==> src/rtl/pipe_field_pkg.sv <==
// Shared types and constants for the multi-pipe obstacle engine.
package pipe_field_pkg;

    localparam int PIX_W = 10;
    localparam int POS_W = 11;

    localparam logic [15:0] LFSR_SEED = 16'hACE1;
    localparam logic [15:0] LFSR_TAPS = 16'hB400;

    typedef enum logic [1:0] {
        IDLE = 2'd0,
        RUN  = 2'd1,
        DEAD = 2'd2
    } state_t;

    // One step of the right-shifting Galois LFSR.
    function automatic logic [15:0] lfsr_next(input logic [15:0] cur);
        return {1'b0, cur[15:1]} ^ (cur[0] ? LFSR_TAPS : 16'h0000);
    endfunction

endpackage

==> src/rtl/pipe_field_lane.sv <==
// One scrolling pipe: position/gap registers, move-and-wrap, and the
// pass, bird-hit and pixel-draw flags derived from its registered state.
module pipe_lane
    import pipe_field_pkg::*;
#(
    parameter int INIT_XR   = 688,
    parameter int WRAP_DIST = 720,
    parameter int PIPE_W    = 48,
    parameter int GAP_H     = 128,
    parameter int GAP_MIN   = 64,
    parameter int BIRD_X    = 160,
    parameter int BIRD_R    = 8
) (
    input  logic             clk,
    input  logic             rst_n,
    input  logic             load,
    input  logic             move,
    input  logic             gap_load,
    input  logic [2:0]       step,
    input  logic [6:0]       rnd,
    input  logic [PIX_W-1:0] bird_y,
    input  logic [PIX_W-1:0] draw_x,
    input  logic [PIX_W-1:0] draw_y,
    output logic             wrap_req,
    output logic             pass,
    output logic             hit,
    output logic             draw
);

    localparam logic [POS_W-1:0] XR_INIT  = POS_W'(INIT_XR);
    localparam logic [POS_W-1:0] WRAP_ADD = POS_W'(WRAP_DIST);
    localparam logic [PIX_W-1:0] GAP_INIT = PIX_W'(GAP_MIN + 64);
    localparam logic [PIX_W-1:0] GAP_BASE = PIX_W'(GAP_MIN);
    localparam logic [POS_W-1:0] BIRD_XW  = POS_W'(BIRD_X);
    // Bird box spans columns BIRD_X-R..BIRD_X+R; the body spans xr-PIPE_W..xr-1.
    localparam logic [POS_W-1:0] HIT_X_LO = POS_W'(BIRD_X - BIRD_R);
    localparam logic [POS_W-1:0] HIT_X_HI = POS_W'(BIRD_X + BIRD_R + PIPE_W);
    localparam logic [POS_W-1:0] PIPE_WW  = POS_W'(PIPE_W);
    localparam logic [POS_W-1:0] GAP_HW   = POS_W'(GAP_H);
    localparam logic [POS_W-1:0] BIRD_RW  = POS_W'(BIRD_R);

    logic [POS_W-1:0] xr;
    logic [PIX_W-1:0] gap_y;
    logic [POS_W-1:0] step_w, xr_next, gap_lo, gap_hi, bird_w, dx, dy;

    // Next position, wrap request and the three geometric flags.
    always_comb begin
        step_w   = POS_W'(step);
        wrap_req = (xr <= step_w);
        xr_next  = xr - step_w;
        if (wrap_req) begin
            xr_next = xr_next + WRAP_ADD;
        end
        pass   = move && (xr > BIRD_XW) && (xr_next <= BIRD_XW);
        gap_lo = POS_W'(gap_y);
        gap_hi = gap_lo + GAP_HW;
        bird_w = POS_W'(bird_y);
        dx     = POS_W'(draw_x);
        dy     = POS_W'(draw_y);
        // Top edge above the gap compared as bird_y < gap_y + R to avoid underflow.
        hit    = (xr > HIT_X_LO) && (xr <= HIT_X_HI) &&
                 ((bird_w < gap_lo + BIRD_RW) || (bird_w + BIRD_RW >= gap_hi));
        draw   = (dx < xr) && (dx + PIPE_WW >= xr) && ((dy < gap_lo) || (dy >= gap_hi));
    end

    // Position and gap registers; load parks the pipe at its idle slot.
    always_ff @(posedge clk or negedge rst_n) begin
        if (!rst_n) begin
            xr    <= XR_INIT;
            gap_y <= GAP_INIT;
        end else if (load) begin
            xr    <= XR_INIT;
            gap_y <= GAP_INIT;
        end else begin
            if (move) begin
                xr <= xr_next;
            end
            if (gap_load) begin
                gap_y <= GAP_BASE + PIX_W'(rnd);
            end
        end
    end

endmodule

==> src/rtl/pipe_field.sv <==
// Multi-pipe obstacle engine: game FSM, gap LFSR, pass scoring and
// OR-reduction of the per-lane hit/draw flags.
module pipe_field
    import pipe_field_pkg::*;
#(
    parameter int NUM_PIPES    = 3,
    parameter int SCREEN_W     = 640,
    parameter int SCREEN_H     = 480,
    parameter int PIPE_W       = 48,
    parameter int PIPE_SPACING = 240,
    parameter int GAP_H        = 128,
    parameter int GAP_MIN      = 64,
    parameter int BIRD_X       = 160,
    parameter int BIRD_R       = 8,
    parameter int SCORE_W      = 8
) (
    input  logic               Clk,
    input  logic               Reset_n,
    input  logic               frame_tick,
    input  logic               start,
    input  logic               restart,
    input  logic [1:0]         speed,
    input  logic [PIX_W-1:0]   bird_y,
    input  logic [PIX_W-1:0]   DrawX,
    input  logic [PIX_W-1:0]   DrawY,
    output logic               is_pipe,
    output logic               collision,
    output logic               pass_pulse,
    output logic [SCORE_W-1:0] score
);

    localparam logic [POS_W-1:0] BIRD_RW   = POS_W'(BIRD_R);
    localparam logic [POS_W-1:0] SCREEN_HW = POS_W'(SCREEN_H);

    state_t state, state_next;
    logic running, move, hit_any, pass_ev;
    logic [15:0] lfsr;
    logic [2:0]  step;
    logic [NUM_PIPES-1:0] wrap_req, gap_load, pass, hit, draw;

    assign step     = {1'b0, speed} + 3'd1;
    assign move     = running && frame_tick && !restart;
    assign gap_load = wrap_req & {NUM_PIPES{move}};
    assign hit_any  = running && ((|hit) || (POS_W'(bird_y) < BIRD_RW) ||
                                  (POS_W'(bird_y) + BIRD_RW >= SCREEN_HW));
    // A hit on the same cycle cancels the pass; several passes count once.
    assign pass_ev  = (|pass) && !hit_any;

    for (genvar i = 0; i < NUM_PIPES; i++) begin : g_lane
        pipe_lane #(
            .INIT_XR  (SCREEN_W + PIPE_W + i * PIPE_SPACING),
            .WRAP_DIST(NUM_PIPES * PIPE_SPACING),
            .PIPE_W   (PIPE_W),
            .GAP_H    (GAP_H),
            .GAP_MIN  (GAP_MIN),
            .BIRD_X   (BIRD_X),
            .BIRD_R   (BIRD_R)
        ) u_lane (
            .clk     (Clk),
            .rst_n   (Reset_n),
            .load    (restart),
            .move    (move),
            .gap_load(gap_load[i]),
            .step    (step),
            .rnd     (lfsr[6:0]),
            .bird_y  (bird_y),
            .draw_x  (DrawX),
            .draw_y  (DrawY),
            .wrap_req(wrap_req[i]),
            .pass    (pass[i]),
            .hit     (hit[i]),
            .draw    (draw[i])
        );
    end

    // FSM state register.
    always_ff @(posedge Clk or negedge Reset_n) begin
        if (!Reset_n) state <= IDLE;
        else          state <= state_next;
    end

    // FSM next state; restart overrides everything.
    always_comb begin
        state_next = state;
        if (restart) begin
            state_next = IDLE;
        end else begin
            case (state)
                IDLE:    if (start)   state_next = RUN;
                RUN:     if (hit_any) state_next = DEAD;
                DEAD:    state_next = DEAD;
                default: state_next = IDLE;
            endcase
        end
    end

    // FSM outputs.
    always_comb begin
        running   = (state == RUN);
        collision = (state == DEAD);
    end

    // Gap LFSR, sampled by wrapping lanes then advanced on each running tick.
    always_ff @(posedge Clk or negedge Reset_n) begin
        if (!Reset_n)     lfsr <= LFSR_SEED;
        else if (restart) lfsr <= LFSR_SEED;
        else if (move)    lfsr <= lfsr_next(lfsr);
    end

    // Pass pulse and saturating score.
    always_ff @(posedge Clk or negedge Reset_n) begin
        if (!Reset_n) begin
            pass_pulse <= 1'b0;
            score      <= '0;
        end else begin
            pass_pulse <= pass_ev;
            if (restart) begin
                score <= '0;
            end else if (pass_ev && (score != '1)) begin
                score <= score + 1'b1;
            end
        end
    end

    // Registered pixel flag, active in every state.
    always_ff @(posedge Clk or negedge Reset_n) begin
        if (!Reset_n) is_pipe <= 1'b0;
        else          is_pipe <= |draw;
    end

endmodule

==> config.mk <==
export PLATFORM = sky130hd
export DESIGN_NAME = pipe_field
export DESIGN_NICKNAME = d
export VERILOG_FILES = /design/src/rtl/pipe_field_pkg.sv /design/src/rtl/pipe_field_lane.sv /design/src/rtl/pipe_field.sv
export SDC_FILE = /design/constraint.sdc
export NUM_CORES = 1
export LEC_CHECK = 0
export CAP_MARGIN = 0
export CORE_AREA = 2 2 124 126
export DETAILED_ROUTE_END_ITERATION = 16
export DIE_AREA = 0 0 126 128
export GPL_ROUTABILITY_DRIVEN = 0
export GPL_TIMING_DRIVEN = 0
export PLACE_DENSITY = 0.76
export RECOVER_POWER = 25
export SLEW_MARGIN = 40
export SYNTH_ARGS = -nofsm -noshare
export SYNTH_HDL_FRONTEND = slang
export SYNTH_SLANG_ARGS = --single-unit
==> constraint.sdc <==
create_clock -name Clk -period 4.45 [get_ports Clk]
set_input_delay 0.89 -clock Clk [delete_from_list [all_inputs] [get_ports Clk]]
set_output_delay 0.89 -clock Clk [all_outputs]
set_load 0.01 [all_outputs]
# Yosys cells after proc, flatten, opt, wreduce, memory -nomap -nowiden
# Index checks and enable logic that the tools add are counted.
[op_classes] n_addsub=17 magnitude_cmp=35 eq_ne=5 muxes=24 n_bitwise=2 n_reduce_logical=43
[op_table] operator="$mux W11" n=9
[op_table] operator="$ge A11 B11 Y1" n=6
[op_table] operator="$gt A11 B8 Y1 const B" n=6
[op_table] operator="$le A11 B8 Y1 const B" n=6
[op_table] operator="$lt A10 B11 Y1" n=6
[op_table] operator="$mux W10" n=6
[op_table] operator="$mux W16" n=3
[op_table] operator="$add A10 B4 Y11 const B" n=4
[op_table] operator="$add A10 B8 Y11 const B" n=3
[op_table] operator="$add A11 B10 Y11 const B" n=3
[op_table] operator="$ge A10 B11 Y1" n=3
[op_table] operator="$le A11 B3 Y1" n=3
[op_table] operator="$sub A11 B3 Y11" n=3
[op_table] operator="$lt A10 B10 Y1" n=3
[op_table] operator="$logic_and A1 B1 Y1" n=23
[op_table] operator="$mux W8" n=2
[op_table] operator="$xor A15 B16 Y16" n=1
[op_table] operator="$add A10 B6 Y11 const B" n=1
[op_table] operator="$ge A11 B9 Y1 const B" n=1
[op_table] operator="$lt A10 B4 Y1 const B" n=1
[op_table] operator="$reduce_bool A2 Y1" n=5
[op_table] operator="$reduce_or A3 Y1" n=3
[op_table] operator="$add A7 B7 Y8 const A" n=1
[op_table] operator="$add A8 B1 Y8 const B" n=1
[op_table] operator="13 further kinds" n=23
[word_totals] regBits=91 out_inout_bits=11

# Depth between registers and ports, before layout
# Gate-level depths: netlist (run 1).
[logic_depth] depth_word=13 mapped_depth=18

# Cells and area by module
# From an unflattened synthesis (run 1), not the netlist that was laid out.
[unflattened] hier_cells=1063 hier_area_um2=9261.4
[by_module_without_submodules] mod="pipe_lane (g_lane[1].u_lane)" instances=1 cells_per_inst=320 area_per_inst_um2=2636.3 seq_area_each_um2=481.7
[by_module_without_submodules] mod="pipe_lane (g_lane[0].u_lane)" instances=1 cells_per_inst=313 area_per_inst_um2=2608.8 seq_area_each_um2=481.7
[by_module_without_submodules] mod="pipe_lane (g_lane[2].u_lane)" instances=1 cells_per_inst=301 area_per_inst_um2=2601.2 seq_area_each_um2=480.5
[by_module_without_submodules] mod="pipe_field" instances=1 cells_per_inst=129 area_per_inst_um2=1415.1 seq_area_each_um2=710.7

# Least setup slack after synthesis (run 1)
# No wires, ideal clock.
[synth_timing] path_type="in2reg" startpoint="input speed[0]" endpoint="register score[2]" arrival_ps=4293 t_required_ps=4372 slack_ps=79 path_stages=16 n_path_buf=2 path_cell_list="ha_1 > buf_4 > xnor2_1 > ha_1 > a211oi_1 > a21oi_1 > or2_2 > ha_1 > o41ai_2 > mux2i_1 > o2111ai_1 > o31ai_1 > o211ai_2 > buf_6 > or3_1 > a21oi_1"
[synth_via] elab_chain_len=10 word_cells_on_any_way=23 cone_classes="7 x add/sub; 6 x order compare; 3 x mux; 7 x reduce/logical"
[synth_lines] item="start: declaration" line="pipe_field.sv:22" text="input logic [1:0] speed,"
[synth_lines] item="$add A2 B1 Y3 *" line="pipe_field.sv:41" text="assign step = {1'b0, speed} + 3'd1;"
[synth_lines] item="$sub A11 B3 Y11" line="pipe_field_lane.sv:50" text="xr_next = xr - step_w;"
[synth_lines] item="$add A11 B10 Y11" line="pipe_field_lane.sv:52" text="xr_next = xr_next + WRAP_ADD;"
[synth_lines] item="$mux W11" line="pipe_field_lane.sv:51" text="if (wrap_req) begin"
[synth_lines] item="$le A11 B8 Y1" line="pipe_field_lane.sv:54" text="pass = move && (xr > BIRD_XW) && (xr_next <= BIRD_XW);"
[synth_lines] item="$logic_and A1 B1 Y1" line="pipe_field_lane.sv:54"
[synth_lines] item="$reduce_or A3 Y1 *" line="pipe_field.sv:47" text="assign pass_ev = (|pass) && !hit_any;"
[synth_lines] item="$logic_and A1 B1 Y1 *" line="pipe_field.sv:47"
[synth_lines] item="$logic_and A1 B1 Y1 *" line="pipe_field.sv:119" text="end else if (pass_ev && (score != '1)) begin"
[synth_lines] item="$reduce_bool A2 Y1 (no line) *"
[synth_lines] item="end signal: assignment" line="pipe_field.sv:120" text="score <= score + 1'b1;"
[synth_lines] item="end: declaration" line="pipe_field.sv:29" text="output logic [SCORE_W-1:0] score"
# Every way passes the cells marked *; elsewhere a longest branch is shown, timed or not.
# A chain may end at the register's enable or synchronous reset.

# Final worst setup path (run 1)
# Same ends and word-level chain as after synthesis.

==> summary.txt, run 1 <==
Run
  – Maxcap violations: 1

Yosys
  – Cell type contributing the most total cell area after synthesis: ha_1
  – Area of the mapped netlist: 8783 um^2
  – Top flip-flop cell by instance count after synthesis: dfrtp_1
  – Part of the Yosys area used for sequential elements: 0.2453
  – FFs w/ async S/R, synth: 1.000
  – Main area contributors after synthesis: ha_1 (21%), dfrtp_1 (18%), dfstp_2 (6.6%)
  – Compound-gate portion of the synthesized area: 0.2184
  – Area fraction in and, or, nand and nor cells after synthesis: 0.1858
  – Post-synthesis average cell area: 8.349 um^2
  – Post-synthesis adder-cell area fraction: 0.2150
  – Count of synthesis-stage warnings from yosys: 0
  – Count of flip-flops with a built-in enable after synthesis: 0
  – Area share of the largest cell type after synthesis: 0.2137
  – Gate count of the mapped netlist: 1052
  – Largest family of logic cells by synthesized area: compound AO/OA/AOI/OAI gates
  – Xor/xnor cell area share of the yosys netlist: 0.06325
  – Count of cell types in the netlist: 82
  – Multiplexer fraction of the synthesized cell area: 0.01368
  – Number of synthesized register bits: 85
  – Synth Net Count: 1239

Timing
  – Worst slew margin: -0.3102
  – Worst clock skew: 11.85 ps
  – Timing-limited maximum frequency: 0.2308 GHz
  – Worst-margin pin slew: 1965 ps
  – Number of pins exceeding their max-slew limit in the final report: 36
  – Final setup fails: 0
  – Final Critical Period: 4333 ps
  – Portion of the clock cycle consumed by the worst path in the final layout: 0.9737
  – Worst Setup Slack, final: 116.9 ps
  – Hold violation total from the final report: 0

Critical path
  – CP startpoint kind: primary input
  – CP required: 4730 ps
  – Arrival time of data at the critical path endpoint: 4610 ps
  – Critical register-to-register path startpoint: g_lane[0].u_lane.xr[1]$_DFFE_PN0P_
  – Reg2Reg Depth: 18
  – Setup Crit Path Kind: primary input to flip-flop
  – Reg-to-reg critical path endpoint: score[2]$_DFFE_PN0P_
  – Worst reg2reg setup slack: 380 ps
  – Highest net fanout along the worst path: 6
  – Sort of element at the end of the critical path: flip-flop

Global routing
  – Global-route wire length before repair: 39680 um
  – Total GRT Usage: 0.3069
  – Pin count of the biggest net entering global routing: 52
  – Congestion Overflow GR: 0
  – Initial antenna violation count: 0
  – Via count of the first global-routing pass: 7755

Die
  – Die outline area: 16130 um^2
  – I/O pin total: 48
  – Die Span Y: 128 um
  – Number of cell rows: 45
  – Placeable core region: 14860 um^2
  – Effective utilization at floorplan: 0.5909
  – Die Width: 126 um

Min path
  – Min-Delay Endpoint: lfsr[6]$_DFFE_PN1P_
  – Number of cells on the worst hold path: 2
  – Origin of the worst min-delay path: lfsr[7]$_DFFE_PN1P_
  – Tightest Hold Check Type: flip-flop to flip-flop

Finish
  – Final std cell area, no fill: 10140 um^2
  – Most common library cell in the layout ignoring fill and taps: ha_1
  – Number of antenna repair diodes: 0
  – Commonest cells after routing, fill and taps aside: ha_1 (144), nand2_1 (90), inv_1 (86), a21oi_1 (82), nor2_1 (81)
  – Multi-input gate area in the final layout: 6272 um^2
  – Total area of sequential cells: 2155 um^2
  – Layout fillers: 1248
  – Area Growth Syn to Fin: 15.47%
  – Layout Cells excl Fill: 1319
  – Post-layout util: 0.6823
  – Number of nets in the finished design: 1313
  – Share of post-route cells with drive strength above 1: 0.09372

Detailed routing
  – Via density: 6.301
  – Post-detailed-route wirelength per cell: 18.78 um
  – Post-route antenna net violation count: 0
  – Sum of routed wire length over all layers: 24770 um
  – Vias after detailed routing: 8311
  – First-pass iteration count of the detailed router: 6
  – Number of DRC violations after detailed routing: 0
  – Detailed Route Iter0 Violations: 785

CTS
  – Clock sink count: 85
  – Deepest clock path buffer count: 2
  – Number of levels in the clock H-tree: 3
  – Clock-pin transition on the worst setup and hold timing paths: 70 ps
  – Clock network latency to the later pin of the worst-skew pair: 350 ps
  – Clk Tree Root Cell: clkbuf_16
  – Inserted Clock Buffers: 9
  – TritonCTS clock tree: done

Pwr
  – Cell Pwr Density: 343.2 nW/um^2
  – Leakage power: 4.379 nW
  – Peak VDD IR: 236.6 uV

Run status
  – Run status: finished, violations left
  – Violations in the final reports: max-capacitance violations, max-slew violations

Placed design
  – Worst slack at placement: -1066 ps
  – IO buf count: 47
  – Total cell area at the placement stage: 9518 um^2
  – Cell Count Post-Placement: 1288
  – HPWL after DPL: 18690 um
[layout make-up]
type / instances / share of cell area
buffer: 41 / 0.01900
clock buffer: 9 / 0.02221
clock inverter: 7 / 0.01246
inverter: 87 / 0.03220
multi-input combinational: 838 / 0.6184
sequential: 85 / 0.2124
tap: 188 / 0.02319
timing repair buffer: 64 / 0.06008
[cells by family after synthesis]
logic type | after synthesis
simple gates | 335
compound gates | 279
fa+ha+maj | 151
buf+inv | 129
flops | 85
xor+xnor | 61
mux | 12
[worst max-delay path, stage by stage]
cell           delay, ps
dlygate4sd2_1        270
ha_4                 320
buf_8                130
nor2b_2              160
nor2_1                60
ha_1                 220
a211o_1              340
a21oi_4              160
xnor2_1              170
ha_2                 240
inv_1                 80
a41oi_2              280
mux2i_1              140
o31ai_2              270
buf_4                180
o211ai_4             100
buf_6                150
or3_1                320
a21oi_2              120
[synthesized netlist by cell type, types with 13 or more instances]
| master | number |
|---|---|
| nand2_1 | 90 |
| xnor2_1 | 53 |
| a21oi_1 | 84 |
| dfrtp_1 | 63 |
| nand3_1 | 38 |
| nand2b_1 | 18 |
| o21ai_0 | 60 |
| or3_1 | 21 |
| dfstp_2 | 22 |
| nor2_1 | 81 |
| clkbuf_1 | 34 |
| o21a_1 | 14 |
| nor3_1 | 28 |
| inv_1 | 86 |
| ha_1 | 150 |
| nor2b_1 | 13 |
| a211oi_1 | 15 |
[flip-flops by register name, indices dropped and copies added (netlist names)]
| signal | flops |
|---|---|
| g_lane.u_lane.xr | 33 |
| is_pipe | 1 |
| score | 8 |
| lfsr | 16 |
| state | 2 |
| g_lane.u_lane.gap_y | 24 |
| pass_pulse | 1 |
[metrics by stage]
step	power, W	hold slack [ps]	setup TNS (ps)
after floorplan	0.002023	462.3	0
after detailed placement	0.002434	479.1	-8211
after global placement	0.002402	479.2	-45310
final	0.003480	486.3	0
after CTS	0.003374	447.9	0
after global routing	0.003691	509.7	-71.40
[worst max-delay path by stage]
stage,depth (start not counted),slack [ps],from,endpoint
floorplan,16,80,speed[0],score[2]$_DFFE_PN0P_
global placement,17,-1010,speed[0],score[2]$_DFFE_PN0P_
detailed placement,17,-1070,speed[0],score[2]$_DFFE_PN0P_
CTS,18,120,speed[0],score[2]$_DFFE_PN0P_
global route,18,-40,speed[0],score[2]$_DFFE_PN0P_
finish,19,120,speed[0],score[2]$_DFFE_PN0P_
[power by group]
part | switching, W | total, W | leakage [nW] | internal (W)
Combinational | 0.000970 | 0.00163 | 3.11 | 0.000663
Clock | 0.000335 | 0.000891 | 0.169 | 0.000556
Sequential | 0.0000740 | 0.000956 | 1.10 | 0.000882
[metal layers]
layer	global-route usage	wire, um
met5	0	0
met4	0.08662	561
met3	0.04674	1919
met2	0.4807	11060
met1	0.4423	11230
[timing repair]
action	CTS	global route
resized for setup	17	17
hold buffers	0	0
endpoints found under the setup margin	9	8
pin swaps	9	10
cloned	1	1
setup buffers	7	7
Note: power is estimated with default switching activity, not from simulation.
==> run 2: changes to the inputs <==
--- a/config.mk
+++ b/config.mk
@@ -13,6 +13,7 @@
 export GPL_TIMING_DRIVEN = 0
 export PLACE_DENSITY = 0.76
 export RECOVER_POWER = 25
+export REMOVE_ABC_BUFFERS = 1
 export SLEW_MARGIN = 40
 export SYNTH_ARGS = -nofsm -noshare
 export SYNTH_HDL_FRONTEND = slang
==> constraint.sdc (replaced) <==
create_clock -name Clk -period 4.45 [get_ports Clk]
set_input_delay 1.335 -clock Clk [delete_from_list [all_inputs] [get_ports Clk]]
set_output_delay 1.335 -clock Clk [all_outputs]
set_load 0.01 [all_outputs]
==> run 2 against run 1 <==
The flow still finishes with violations (max-capacitance violations, max-slew violations). Wire length fell by 5.7%. Clock power decreased by 5.9%. Setup slack got worse by 75 ps. Fmax is 1.7% lower. Sequential share of layout area decreased by 0.19 points. Clock skew decreased by 2.1 ps. Via count is 3.0% lower. Sequential cell count did not move. Critical path type unchanged. Largest power group unchanged.
==> summary.txt, run 2 (synthesis results as in run 1) <==
Critical path
  – Setup Crit Path Kind: primary input to flip-flop
  – Sort of element at the end of the critical path: flip-flop
  – Arrival time of data at the critical path endpoint: 4690 ps (+80 ps)
  – Reg-to-reg critical path endpoint: score[2]$_DFFE_PN0P_
  – CP startpoint kind: primary input
  – CP required: 4730 ps (about the same)
  – Reg2Reg Depth: 15 (-3)
  – Slowest Stage Delay on Critical Path: 400 ps (+60 ps)
  – Worst-path cell chain: buf_8 -> ha_4 -> xnor2_1 -> ha_2 -> a211oi_4 -> a21oi_2 -> or2_4 -> ha_4 -> o41ai_4 -> mux2i_1 -> o2111ai_2 -> o31ai_4 -> o211ai_2 -> or3_1 -> a21oi_2
  – Highest net fanout along the worst path: 6 (unchanged)
  – Top cell family by delay on the critical path: compound AO/OA/AOI/OAI gates
  – Critical register-to-register path startpoint: g_lane[0].u_lane.xr[1]$_DFFE_PN0P_
  – Worst reg2reg setup slack: 640 ps (+260 ps)
  – Buf+Inv Stages, Crit Path: 1 (-4)
  – Slowest stage cell on the critical path: or3_1
  – Launch point of the worst path: speed[0]

Min path
  – Min-Delay Endpoint: lfsr[11]$_DFFE_PN1P_
  – Tightest Hold Check Type: flip-flop to flip-flop
  – Origin of the worst min-delay path: lfsr[12]$_DFFE_PN0P_
  – Number of cells on the worst hold path: 2 (unchanged)

Finish
  – Commonest cells after routing, fill and taps aside: ha_1 (141), nand2_1 (88), a21oi_1 (82), inv_1 (81), nor2_1 (79)
  – Share of post-route cells with drive strength above 1: 0.1354 (+0.04166)
  – Area Growth Syn to Fin: 16.52%
  – Most common library cell in the layout ignoring fill and taps: ha_1
  – Total area of sequential cells: 2155 um^2 (unchanged)
  – Layout fillers: 1210 (-3.0%)
  – Number of nets in the finished design: 1290 (-1.8%)
  – Number of antenna repair diodes: 0 (unchanged)
  – Final std cell area, no fill: 10230 um^2 (+0.91%)
  – Biggest register: g_lane.u_lane.xr
  – Multi-input gate area in the final layout: 6432 um^2 (+2.6%)
  – Largest registers: g_lane.u_lane.xr: 33 flops, g_lane.u_lane.gap_y: 24 flops, lfsr: 16 flops
  – Post-layout util: 0.6886 (+0.006229)
  – Number of flip-flops under the largest register name: 33 (unchanged)

CTS
  – Inserted Clock Buffers: 9 (unchanged)
  – Number of levels in the clock H-tree: 3 (unchanged)
  – Deepest clock path buffer count: 2 (unchanged)
  – Clk Tree Root Cell: clkbuf_16
  – Clock-pin transition on the worst setup and hold timing paths: 70 ps (about the same)
  – Clock network latency to the later pin of the worst-skew pair: 360 ps (about the same)
  – TritonCTS clock tree: done
  – Clock sink count: 85 (unchanged)

Timing
  – Setup repair after global routing missed its margin: true
  – Final Critical Period: 4409 ps (+75.43 ps)
  – Portion of the clock cycle consumed by the worst path in the final layout: 0.9907 (+0.01695)
  – Worst clock skew: 9.795 ps (-2.055 ps)
  – Final setup fails: 0 (unchanged)
  – Worst Setup Slack, final: 41.44 ps (-75.43 ps)
  – Number of pins exceeding their max-slew limit in the final report: 37 (+2.8%)
  – Hold violation total from the final report: 0 (unchanged)
  – Worst slew margin: -0.3984 (-0.08823)
  – Worst Hold Slack: 493.9 ps (+7.657 ps)
  – Timing-limited maximum frequency: 0.2268 GHz (-1.7%)
  – Worst-margin pin slew: 2098 ps (+132.3 ps)

Die
  – Effective utilization at floorplan: 0.5909 (unchanged)
  – Die Span Y: 128 um (unchanged)
  – Placeable core region: 14860 um^2 (unchanged)
  – I/O pin total: 48 (unchanged)
  – Die Width: 126 um (unchanged)
  – Die outline area: 16130 um^2 (unchanged)
  – Number of cell rows: 45 (unchanged)

Pwr
  – Leakage power: 4.426 nW (+1.1%)
  – Cell Pwr Density: 344.1 nW/um^2 (+0.29%)
  – Peak VDD IR: 218.9 uV (-7.5%)

Detailed routing
  – Post-route antenna net violation count: 0 (unchanged)
  – Via density: 6.221 (-1.3%)
  – Sum of routed wire length over all layers: 23360 um (-5.7%)
  – Number of DRC violations after detailed routing: 0 (unchanged)
  – First-pass iteration count of the detailed router: 5 (-1)
  – Vias after detailed routing: 8063 (-3.0%)
  – Detailed Route Iter0 Violations: 639 (-19%)
  – Post-detailed-route wirelength per cell: 18.03 um (-4.0%)

Global routing
  – Initial antenna violation count: 0 (unchanged)
  – Total GRT Usage: 0.2891 (-0.01773)
  – Pin count of the biggest net entering global routing: 71 (+37%)
  – Global-route wire length before repair: 37980 um (-4.3%)
  – Via count of the first global-routing pass: 7656 (-1.3%)
  – Congestion Overflow GR: 0 (unchanged)

Run
  – Maxcap violations: 1 (unchanged)

Placed design
  – HPWL after DPL: 16400 um (-12%)
  – Worst slack at placement: -1623 ps (-556.9 ps)
  – IO buf count: 47 (unchanged)
  – Total cell area at the placement stage: 9425 um^2 (-0.97%)

Run status
  – Violations in the final reports: max-capacitance violations, max-slew violations
  – Run status: finished, violations left
[run 2: metal layers]
| layer | routed length (um) | global-route usage |
|---|---|---|
| met3 | 1194 | 0.04883 |
| met5 | 0 | 0 |
| met4 | 688 | 0.1112 |
| met2 | 10960 | 0.4671 |
| met1 | 10520 | 0.3898 |
[run 2: worst max-delay path by stage]
stage                                       to  slack [ps]  depth (start not counted)
after global routing      score[6]$_DFFE_PN0P_         -70                         17
after global placement    score[5]$_DFFE_PN0P_       -1640                         15
after CTS                 score[2]$_DFFE_PN0P_          40                         12
after detailed placement  score[4]$_DFFE_PN0P_       -1620                         15
after floorplan           score[3]$_DFFE_PN0P_        -370                         14
final                     score[2]$_DFFE_PN0P_          40                         15
[run 2: power by group]
group,switching [W],internal [W]
clock,0.000341,0.000497
combinational,0.000915,0.000745
sequential,0.000140,0.000884
total,0.00140,0.00213
[run 2: layout make-up]
cell class              count  share of cell area
clock buffers              10             0.02237
clock inverters             6            0.009169
inverters                  87             0.03227
multi-input cells         839              0.6285
flip-flops and latches     85              0.2105
well taps                 188             0.02298
repair buffers             81             0.07421
[run 2: repair_timing]
| item | 4_1_cts | 5_1_grt |
|---|---|---|
| cloned | 1 | 0 |
| resized for setup | 50 | 37 |
| setup endpoints to repair | 12 | 8 |
| pin swaps | 31 | 24 |
| setup buffers | 18 | 12 |
| hold buffers | 0 | 0 |
[run 2: worst reg2reg max path, cell delays in order (launching register included)]
cell	delay, ps
dfrtp_1	630
inv_1	190
nor2_4	160
nor2_2	50
ha_2	180
a211o_4	360
a2111oi_4	340
xnor2_2	170
buf_4	180
xnor2_2	130
nor3_2	190
a311oi_2	70
o31ai_4	350
o211ai_2	200
or3_1	400
a21oi_2	130
[run 2: stage by stage]
step           total power [W]  TNS (ps)  instances
3_5_place_dp          0.002388    -17430       1249
2_1_floorplan         0.001982     -2493       1010
3_3_place_gp          0.002320    -99690       1245
4_1_cts               0.003364         0       1284
5_1_grt               0.003747    -373.0       1296
6_report              0.003522         0       1296
